===== src/rtl/lut_mult_pkg.sv =====
// Shared encodings and helpers for the sequential 2-bit LUT multiplier.
// The LUT_MULT_EARLY_EXIT_EN build option is consumed by lut_mult_seq_ctrl.
package lut_mult_pkg;

  localparam logic [1:0] ST_IDLE = 2'd0;
  localparam logic [1:0] ST_RUN  = 2'd1;
  localparam logic [1:0] ST_DONE = 2'd2;

  typedef enum logic [1:0] {
    StIdle = ST_IDLE,
    StRun  = ST_RUN,
    StDone = ST_DONE
  } state_e;

  localparam logic [1:0] SEL_0 = 2'd0;
  localparam logic [1:0] SEL_1 = 2'd1;
  localparam logic [1:0] SEL_2 = 2'd2;
  localparam logic [1:0] SEL_3 = 2'd3;

  // Smallest r with 2**r >= value; 0 for value <= 1.
  function automatic int unsigned clog2(input int unsigned value);
    int unsigned r;
    r = 0;
    for (int i = 0; i < 32; i++) begin
      if ((64'd1 << i) < 64'(value)) r = i + 1;
    end
    return r;
  endfunction

endpackage


===== src/rtl/lut_pp_2b.sv =====
// Combinational 2-bit partial-product LUT: returns {0, A, 2A, 3A} selected by sel.
// Output is forced to zero while reset is asserted (active-low).
module lut_pp_2b
  import lut_mult_pkg::*;
#(
  parameter int unsigned N = 4
) (
  input  logic         reset,
  input  logic [N-1:0] A,
  input  logic [1:0]   sel,
  output logic [N+1:0] pp
);

  logic [N+1:0] a_x1;
  logic [N+1:0] a_x2;

  assign a_x1 = {2'b00, A};
  assign a_x2 = {1'b0, A, 1'b0};

  always_comb begin
    pp = '0;
    if (reset) begin
      unique case (sel)
        SEL_0:   pp = '0;
        SEL_1:   pp = a_x1;
        SEL_2:   pp = a_x2;
        SEL_3:   pp = a_x1 + a_x2;
        default: pp = '0;
      endcase
    end
  end

endmodule


===== src/rtl/lut_mult_seq_ctrl.sv =====
// Sequential A*B multiplier: consumes B two bits per cycle through one LUT stage.
// Define LUT_MULT_EARLY_EXIT_EN to finish as soon as the remaining B bits are all zero.
module lut_mult_seq_ctrl
  import lut_mult_pkg::*;
#(
  parameter int unsigned N = 4,
  parameter int unsigned M = 8
) (
  input  logic           clk,
  input  logic           reset,
  input  logic           start,
  input  logic [N-1:0]   A,
  input  logic [M-1:0]   B,
  output logic           ready,
  output logic           busy,
  output logic           done,
  output logic [N+M-1:0] AB
);

  localparam int unsigned Steps = M / 2;
  localparam int unsigned CntW  = (clog2(Steps) > 0) ? clog2(Steps) : 1;
  localparam int unsigned W     = N + M;
  localparam logic [CntW-1:0] LastCnt = CntW'(Steps - 1);

  state_e        state_q;
  logic [CntW-1:0] cnt_q;
  logic [N-1:0]  a_q;
  logic [M-1:0]  b_q;
  logic [W-1:0]  acc_q;

  logic [N+1:0]  pp;
  logic [W-1:0]  acc_next;
  logic [M-1:0]  b_next;
  logic          last_step;

  lut_pp_2b #(
    .N(N)
  ) u_pp (
    .reset(reset),
    .A    (a_q),
    .sel  (b_q[1:0]),
    .pp   (pp)
  );

  always_comb begin
    acc_next  = acc_q + (W'(pp) << {cnt_q, 1'b0});
    b_next    = b_q >> 2;
    last_step = (cnt_q == LastCnt);
`ifdef LUT_MULT_EARLY_EXIT_EN
    // No set bits left in B: further steps would only add zero.
    if (b_next == '0) last_step = 1'b1;
`endif
  end

  always_ff @(posedge clk or negedge reset) begin
    if (!reset) begin
      state_q <= StIdle;
      cnt_q   <= '0;
      a_q     <= '0;
      b_q     <= '0;
      acc_q   <= '0;
      AB      <= '0;
      done    <= 1'b0;
      busy    <= 1'b0;
      ready   <= 1'b1;
    end else begin
      unique case (state_q)
        StIdle: begin
          done <= 1'b0;
          if (start) begin
            acc_q   <= '0;
            cnt_q   <= '0;
            a_q     <= A;
            b_q     <= B;
            state_q <= StRun;
            ready   <= 1'b0;
            busy    <= 1'b1;
          end
        end
        StRun: begin
          acc_q <= acc_next;
          b_q   <= b_next;
          if (last_step) begin
            AB      <= acc_next;
            done    <= 1'b1;
            state_q <= StDone;
          end else begin
            cnt_q <= cnt_q + 1'b1;
          end
        end
        StDone: begin
          done    <= 1'b0;
          busy    <= 1'b0;
          ready   <= 1'b1;
          state_q <= StIdle;
        end
        default: begin
          done    <= 1'b0;
          busy    <= 1'b0;
          ready   <= 1'b1;
          state_q <= StIdle;
        end
      endcase
    end
  end

endmodule

===== config.mk =====
export PLATFORM = sky130hd
export DESIGN_NAME = lut_mult_seq_ctrl
export DESIGN_NICKNAME = d
export VERILOG_FILES = /design/src/rtl/lut_mult_pkg.sv /design/src/rtl/lut_pp_2b.sv /design/src/rtl/lut_mult_seq_ctrl.sv
export SDC_FILE = /design/constraint.sdc
export NUM_CORES = 1
export LEC_CHECK = 0
export CAP_MARGIN = 5
export CORE_UTILIZATION = 51
export DETAILED_ROUTE_END_ITERATION = 6
export PLACE_DENSITY_LB_ADDON = 0.1
export RECOVER_POWER = 25
export SYNTH_ARGS = -nofsm -noshare
export SYNTH_HDL_FRONTEND = slang
export SYNTH_SLANG_ARGS = --single-unit

===== constraint.sdc =====
create_clock -name clk -period 3.2 [get_ports clk]
set_input_delay 0.64 -clock clk [delete_from_list [all_inputs] [get_ports clk]]
set_output_delay 0.64 -clock clk [all_outputs]
set_load 0.02 [all_outputs]

Yosys cells after proc, flatten, opt, wreduce, memory -nomap -nowiden
Index checks and enable logic that the tools add are counted.
{"block": "totals", "input_bits": 15, "register_bits": 43, "output_inout_bits": 15}
{"block": "classes", "eq_ne": 8, "n_bitwise": 1, "shift": 1, "muxes": 18, "n_addsub": 3, "reduce_logical": 9}
{"operator": "case mux 12 bit (2 select lines)", "count": 1}
{"operator": "case mux 6 bit (4 select lines)", "count": 1}
{"operator": "case mux 8 bit (2 select lines)", "count": 1}
{"operator": "adder 12 bit", "count": 1}
{"operator": "two-way mux 12 bit", "count": 1}
{"operator": "<< shifter 6 x 3 -> 12 bit", "count": 1}
{"operator": "AND reduction 2 bit", "count": 5}
{"operator": "two-way mux 2 bit", "count": 4}
{"operator": "two-way mux 8 bit", "count": 1}
{"operator": "case mux 2 bit (2 select lines)", "count": 2}
{"operator": "adder 4 x 5 -> 6 bit", "count": 1}
{"operator": "equality test 2 bit, second input constant", "count": 3}
{"operator": "two-way mux 6 bit", "count": 1}
{"operator": "inequality test 2 bit, second input constant", "count": 3}
{"operator": "equality test 2 x 1 -> 1 bit, second input constant", "count": 2}
{"operator": "logical NOT 2 bit", "count": 2}
{"operator": "two-way mux 1 bit", "count": 4}
{"operator": "case mux 1 bit (2 select lines)", "count": 2}
{"operator": "AND reduction 3 bit", "count": 1}
{"operator": "adder 2 x 1 -> 2 bit, second input constant", "count": 1}
{"operator": "nonzero test 2 bit", "count": 1}
{"operator": "inverter 1 bit", "count": 1}

Depth between registers and ports, before layout
{"block": "logic_depth", "word_depth": 6, "mapped_depth": 14, "depth_no_buf": 13}

Hierarchy
Synthesis repeated with hierarchy kept, for this count alone.
{"block": "hier_totals", "hier_cells": 278, "area_unflattened_um2": 2641.3}
{"mod": "lut_mult_seq_ctrl", "n_inst": 1, "cells_each": 246, "area_each_um2": 2382.3}
{"mod": "lut_pp_2b", "n_inst": 1, "cells_each": 32, "area_each_um2": 259.0}

Worst setup path before layout
Ideal clock, no wire load.
{"block": "synth_path", "kind": "reg2reg", "startpoint": "register a_q[1]", "endpoint": "register AB[7]", "t_arrival_ns": 3.196, "slack_ns": -0.065, "path_buffers": 0, "setup_ns": 0.069, "stages_incl_launch_ff": 13, "required_ns": 3.131, "path_cell_list": "dfrtp_1 -> ha_1 -> fa_1 -> mux2_2 -> a22o_1 -> a32o_1 -> a21o_1 -> ha_1 -> a21oi_1 -> nand2_1 -> o21a_1 -> or4_1 -> nand3_1"}
{"block": "synth_between", "elab_chain_cells": 5}
{"item": "from (decl)", "line_no": "lut_mult_seq_ctrl.sv:27", "rtl": "logic [N-1:0] a_q;"}
{"item": "from (signal assigned)", "line_no": "lut_mult_seq_ctrl.sv:59", "rtl": "a_q <= '0;"}
{"item": "from (signal assigned)", "line_no": "lut_mult_seq_ctrl.sv:73", "rtl": "a_q <= A;"}
{"item": "adder 4 x 5 -> 6 bit", "line_no": "lut_pp_2b.sv:27", "rtl": "SEL_3: pp = a_x1 + a_x2;"}
{"item": "case mux 6 bit (4 select lines) (*)", "line_no": "lut_pp_2b.sv:23", "rtl": "unique case (sel)"}
{"item": "two-way mux 6 bit (*)", "line_no": "lut_pp_2b.sv:22", "rtl": "if (reset) begin"}
{"item": "<< shifter 6 x 3 -> 12 bit (*)", "line_no": "lut_mult_seq_ctrl.sv:46", "rtl": "acc_next = acc_q + (W'(pp) << {cnt_q, 1'b0});"}
{"item": "adder 12 bit (*)", "line_no": "lut_mult_seq_ctrl.sv:46"}
{"item": "to (signal assigned)", "line_no": "lut_mult_seq_ctrl.sv:84", "rtl": "AB <= acc_next;"}
{"item": "to (decl)", "line_no": "lut_mult_seq_ctrl.sv:17", "rtl": "output logic [N+M-1:0] AB"}
Mark *: on every way between the ends. The rest lies on a longest branch, timed or not.
A chain may end at the register's enable or synchronous reset.

Final worst setup path
{"block": "layout_path", "startpoint": "register a_q[1]", "endpoint": "register acc_q[8]"}
{"block": "layout_between", "elab_chain_cells": 6}
{"item": "adder 4 x 5 -> 6 bit", "line_no": "lut_pp_2b.sv:27"}
{"item": "case mux 6 bit (4 select lines) (*)", "line_no": "lut_pp_2b.sv:23"}
{"item": "two-way mux 6 bit (*)", "line_no": "lut_pp_2b.sv:22"}
{"item": "<< shifter 6 x 3 -> 12 bit (*)", "line_no": "lut_mult_seq_ctrl.sv:46"}
{"item": "adder 12 bit (*)", "line_no": "lut_mult_seq_ctrl.sv:46"}
{"item": "case mux 12 bit (2 select lines) (*)", "line_no": "lut_mult_seq_ctrl.sv:67", "rtl": "unique case (state_q)"}
{"item": "to (signal assigned)", "line_no": "lut_mult_seq_ctrl.sv:81", "rtl": "acc_q <= acc_next;"}
{"item": "to (decl)", "line_no": "lut_mult_seq_ctrl.sv:29", "rtl": "logic [W-1:0] acc_q;"}
Marks and branches as above.

==> impl_metrics.csv <==
group,metric,value,unit
sta,grt_setup_unrepaired,"yes",
detailed_routing,dr.first_iter.drc_count,109,
cells_and_area,multiInputGateArea,1660,sq um
global_route,met3_usage,0.0366,
yosys,dominantRegCellSynth,"dfrtp_1",
detailed_routing,routed_wl,6230,um
global_route,grt_use_met2,0.370,
critical_path,crit_family,"compound AO/OA/AOI/OAI gates",
sta,post-route-period-util,1.01,
yosys,yosysSeqAreaShare,0.404,
critical_path,worstPathRequired,3.40,ns
floorplanning,design.die.area,5520,sq um
critical_path,cp_slowest_stage_delay,0.45,ns
placed_design,gp_congestion,0.852,
sta,finClkSkew,0.00440,ns
placed_design,io_buffers,29,
global_route,grt.met1_usage,0.358,
cells_and_area,nets,372,
worst_hold_path,hold_class,"register to register",
yosys,async_reset_ff_frac,1.00,
clocking,ctsLongestPathBuffers,2,
critical_path,endpoint_kind,"register",
clocking,clk_latency,0.29,ns
global_route,busiest_layer,"met2",
sta,final_max_slew_viol_count,0,
clocking,cts_root_buf,"clkbuf_8",
sta,setup_ws,-0.0451,ns
yosys,yosys_warnings,0,
clocking,htreeDepth,2,
detailed_routing,drc_errors,0,
sta,max_slew_margin,0.632,
sta,hold_viol_final,0,
critical_path,r2r_slack,-0.05,ns
sta,setup_viol,5,
yosys,yosysUniqueCellTypes,54,
cells_and_area,final_cell_area,3440,sq um
global_route,grt_pass1_wl,10100,um
cells_and_area,drive_gt1_frac,0.203,
pwr,finalPower,3250,uW
job,cap_viol_max_count,0,
global_route,grt_pass1_vias,2092,
critical_path,path_buf_inv,2,
outcome,violations,"negative setup slack",
detailed_routing,vias,2235,
clocking,cts_hold_buf,0,
outcome,status,"finished, violations left",
clocking,cts.sinks,43,
global_route,grt_max_degree,27,
clocking,cts_tree,"done",
critical_path,path_max_fanout,5,
placed_design,dpl.hpwl,4510,um
placed_design,placed_area,3190,sq um
yosys,synth_edf_count,0,
critical_path,cp-start-kind,"register",
critical_path,cp_cell_sequence,"buf_4, fa_2, mux2_2, a22o_1, a32o_1, a21o_1, ha_4, o211ai_1, a21oi_2, buf_4, o211ai_1, and3_1, o31ai_1",
floorplanning,num_rows,25,
floorplanning,initial_utilization,0.546,
pwr,ir_worst_vdd,0.000553,V
clocking,numCtsBuffers,5,
floorplanning,ioPinCount,30,
cells_and_area,regArea,1080,sq um
yosys,synth_area,2670,sq um
cells_and_area,area_delta_synth_final,29.2,%
yosys,synth_area_per_cell,9.29,sq um
detailed_routing,ant_nets,0,
critical_path,worstSetupPathType,"register to register",
yosys,synth_nets,320,
floorplanning,core-area,4880,sq um
yosys,synth_cells,287,
detailed_routing,wl_per_cell,15.3,um
clocking,cts.clk_slew.worst_paths,0.08,ns
detailed_routing,drt_first_pass_iters,4,
global_route,gr-usage-all-layers,0.245,
sta,worst_pin_slew,0.550,ns
pwr,p_leak,0.00157,uW
global_route,grt_antenna_before_repair,0,
floorplanning,dieHeight,74.3,um
sta,layout_min_cycle_time,3.25,ns
pwr,p_per_area,944,nW/um^2
sta,clock.fmax,308,MHz
detailed_routing,via_per_inst,5.49,
cells_and_area,diodes,0,
floorplanning,fp.dieW,74.3,um
yosys,ys_ff_latch,43,
critical_path,slowest_stage,"fa_2",
cells_and_area,nFillCells,408,
critical_path,arrival,3.44,ns
global_route,grt-ovfl-total,0,
==> worst min-delay path, stage by stage (launching register included) <==
cell	delay, ns
dfrtp_1	0.35
nand2_1	0.05
o31ai_1	0.06
==> cells in the mapped netlist (5+ instances only) <==
library cell,count,share of area
dfrtp_1,42,0.39
o21ai_0,23,0.043
a22o_1,6,0.020
clkbuf_1,8,0.011
mux2i_1,11,0.041
inv_1,10,0.014
nand2_1,42,0.059
ha_1,16,0.075
a21o_1,6,0.017
a21oi_1,10,0.019
nor2b_1,7,0.016
nor2_1,18,0.025
xor2_1,5,0.016
nor3_1,5,0.0094
nand3_1,9,0.017
==> flip-flops by register name, indices dropped and copies added, names as in the netlist, 2 cells and up <==
| name | cells |
|---|---|
| AB | 12 |
| a_q | 4 |
| acc_q | 12 |
| b_q | 8 |
| cnt_q | 2 |
| state_q | 2 |
==> cells in the final DEF, fill, tap and decap left out, types with 4 or more instances in the layout <==
cell / instances
o21ai_0: 21
buf_4: 27
inv_1: 10
nand4_1: 4
a22o_1: 6
nor2b_1: 6
nor3_1: 5
clkbuf_8: 7
a21o_1: 6
dfrtp_1: 42
nand2_1: 41
nand3_1: 8
ha_1: 11
xor2_1: 5
mux2i_1: 10
o31ai_1: 4
ha_4: 4
a21oi_1: 5
clkdlybuf4s50_1: 28
nor2_1: 17
a21oi_2: 4
==> per-stage QoR <==
step / cells / setup slack, ns / hold slack (ns) / util / TNS [ns]
finish: 407 / -0.0451 / 0.482 / 0.706 / -0.169
global route: 407 / -0.148 / 0.503 / 0.706 / -1.23
CTS: 406 / -0.0486 / 0.372 / 0.685 / -0.116
detailed placement: 397 / -0.0882 / 0.465 / 0.653 / -0.627
global placement: 397 / -0.0495 / 0.461 / 0.653 / -0.178
floorplan: 287 / 0.0201 / 0.344 / - / 0
==> routing by layer <==
metal | vias to the layer above | routed length (um)
met1 | 1051 | 3060
li1 | 1132 | -
met3 | 9 | 273
met4 | 0 | 99
met2 | 43 | 2800
met5 | - | 0
==> kinds of logic after synthesis <==
group,synth area share
AO/OA/AOI/OAI,0.188
XOR/XNOR,0.0263
adder cells (fa/ha/maj),0.0901
buffers and inverters,0.0352
flip-flops,0.404
multiplexers,0.0596
AND/OR/NAND/NOR,0.197
==> cell type report <==
cell class                      instances  share of cell area
Clock buffer                            8              0.0291
Inverter                               10              0.0109
Multi-Input combinational cell        222               0.481
Sequential cell                        43               0.313
Tap cell                               67              0.0243
Timing Repair Buffer                   57               0.142
==> timing repair <==
item,4_1_cts,5_1_grt
buffers inserted,2,1
pin swaps,9,14
endpoints found under the setup margin,11,14
cloned,0,0
gates resized for setup,12,18
==> where the power goes <==
part	internal [uW]	leakage [uW]	total (uW)	switching, uW
sequential	770	0.000546	980	211
clock	197	0.0000515	376	179
combinational	906	0.000968	1890	987
==> final timing paths <==
check,start,end,cells past startpoint
worst max-delay path,a_q[1],acc_q[8],13
worst min-delay path,AB[8],AB[8],2
worst max register to register,a_q[1],acc_q[8],13
worst min register to register,AB[8],AB[8],2
max in group asynchronous,reset,ready,2
min in group asynchronous,reset,AB[1],2
Power figures use the tool's default switching activity.
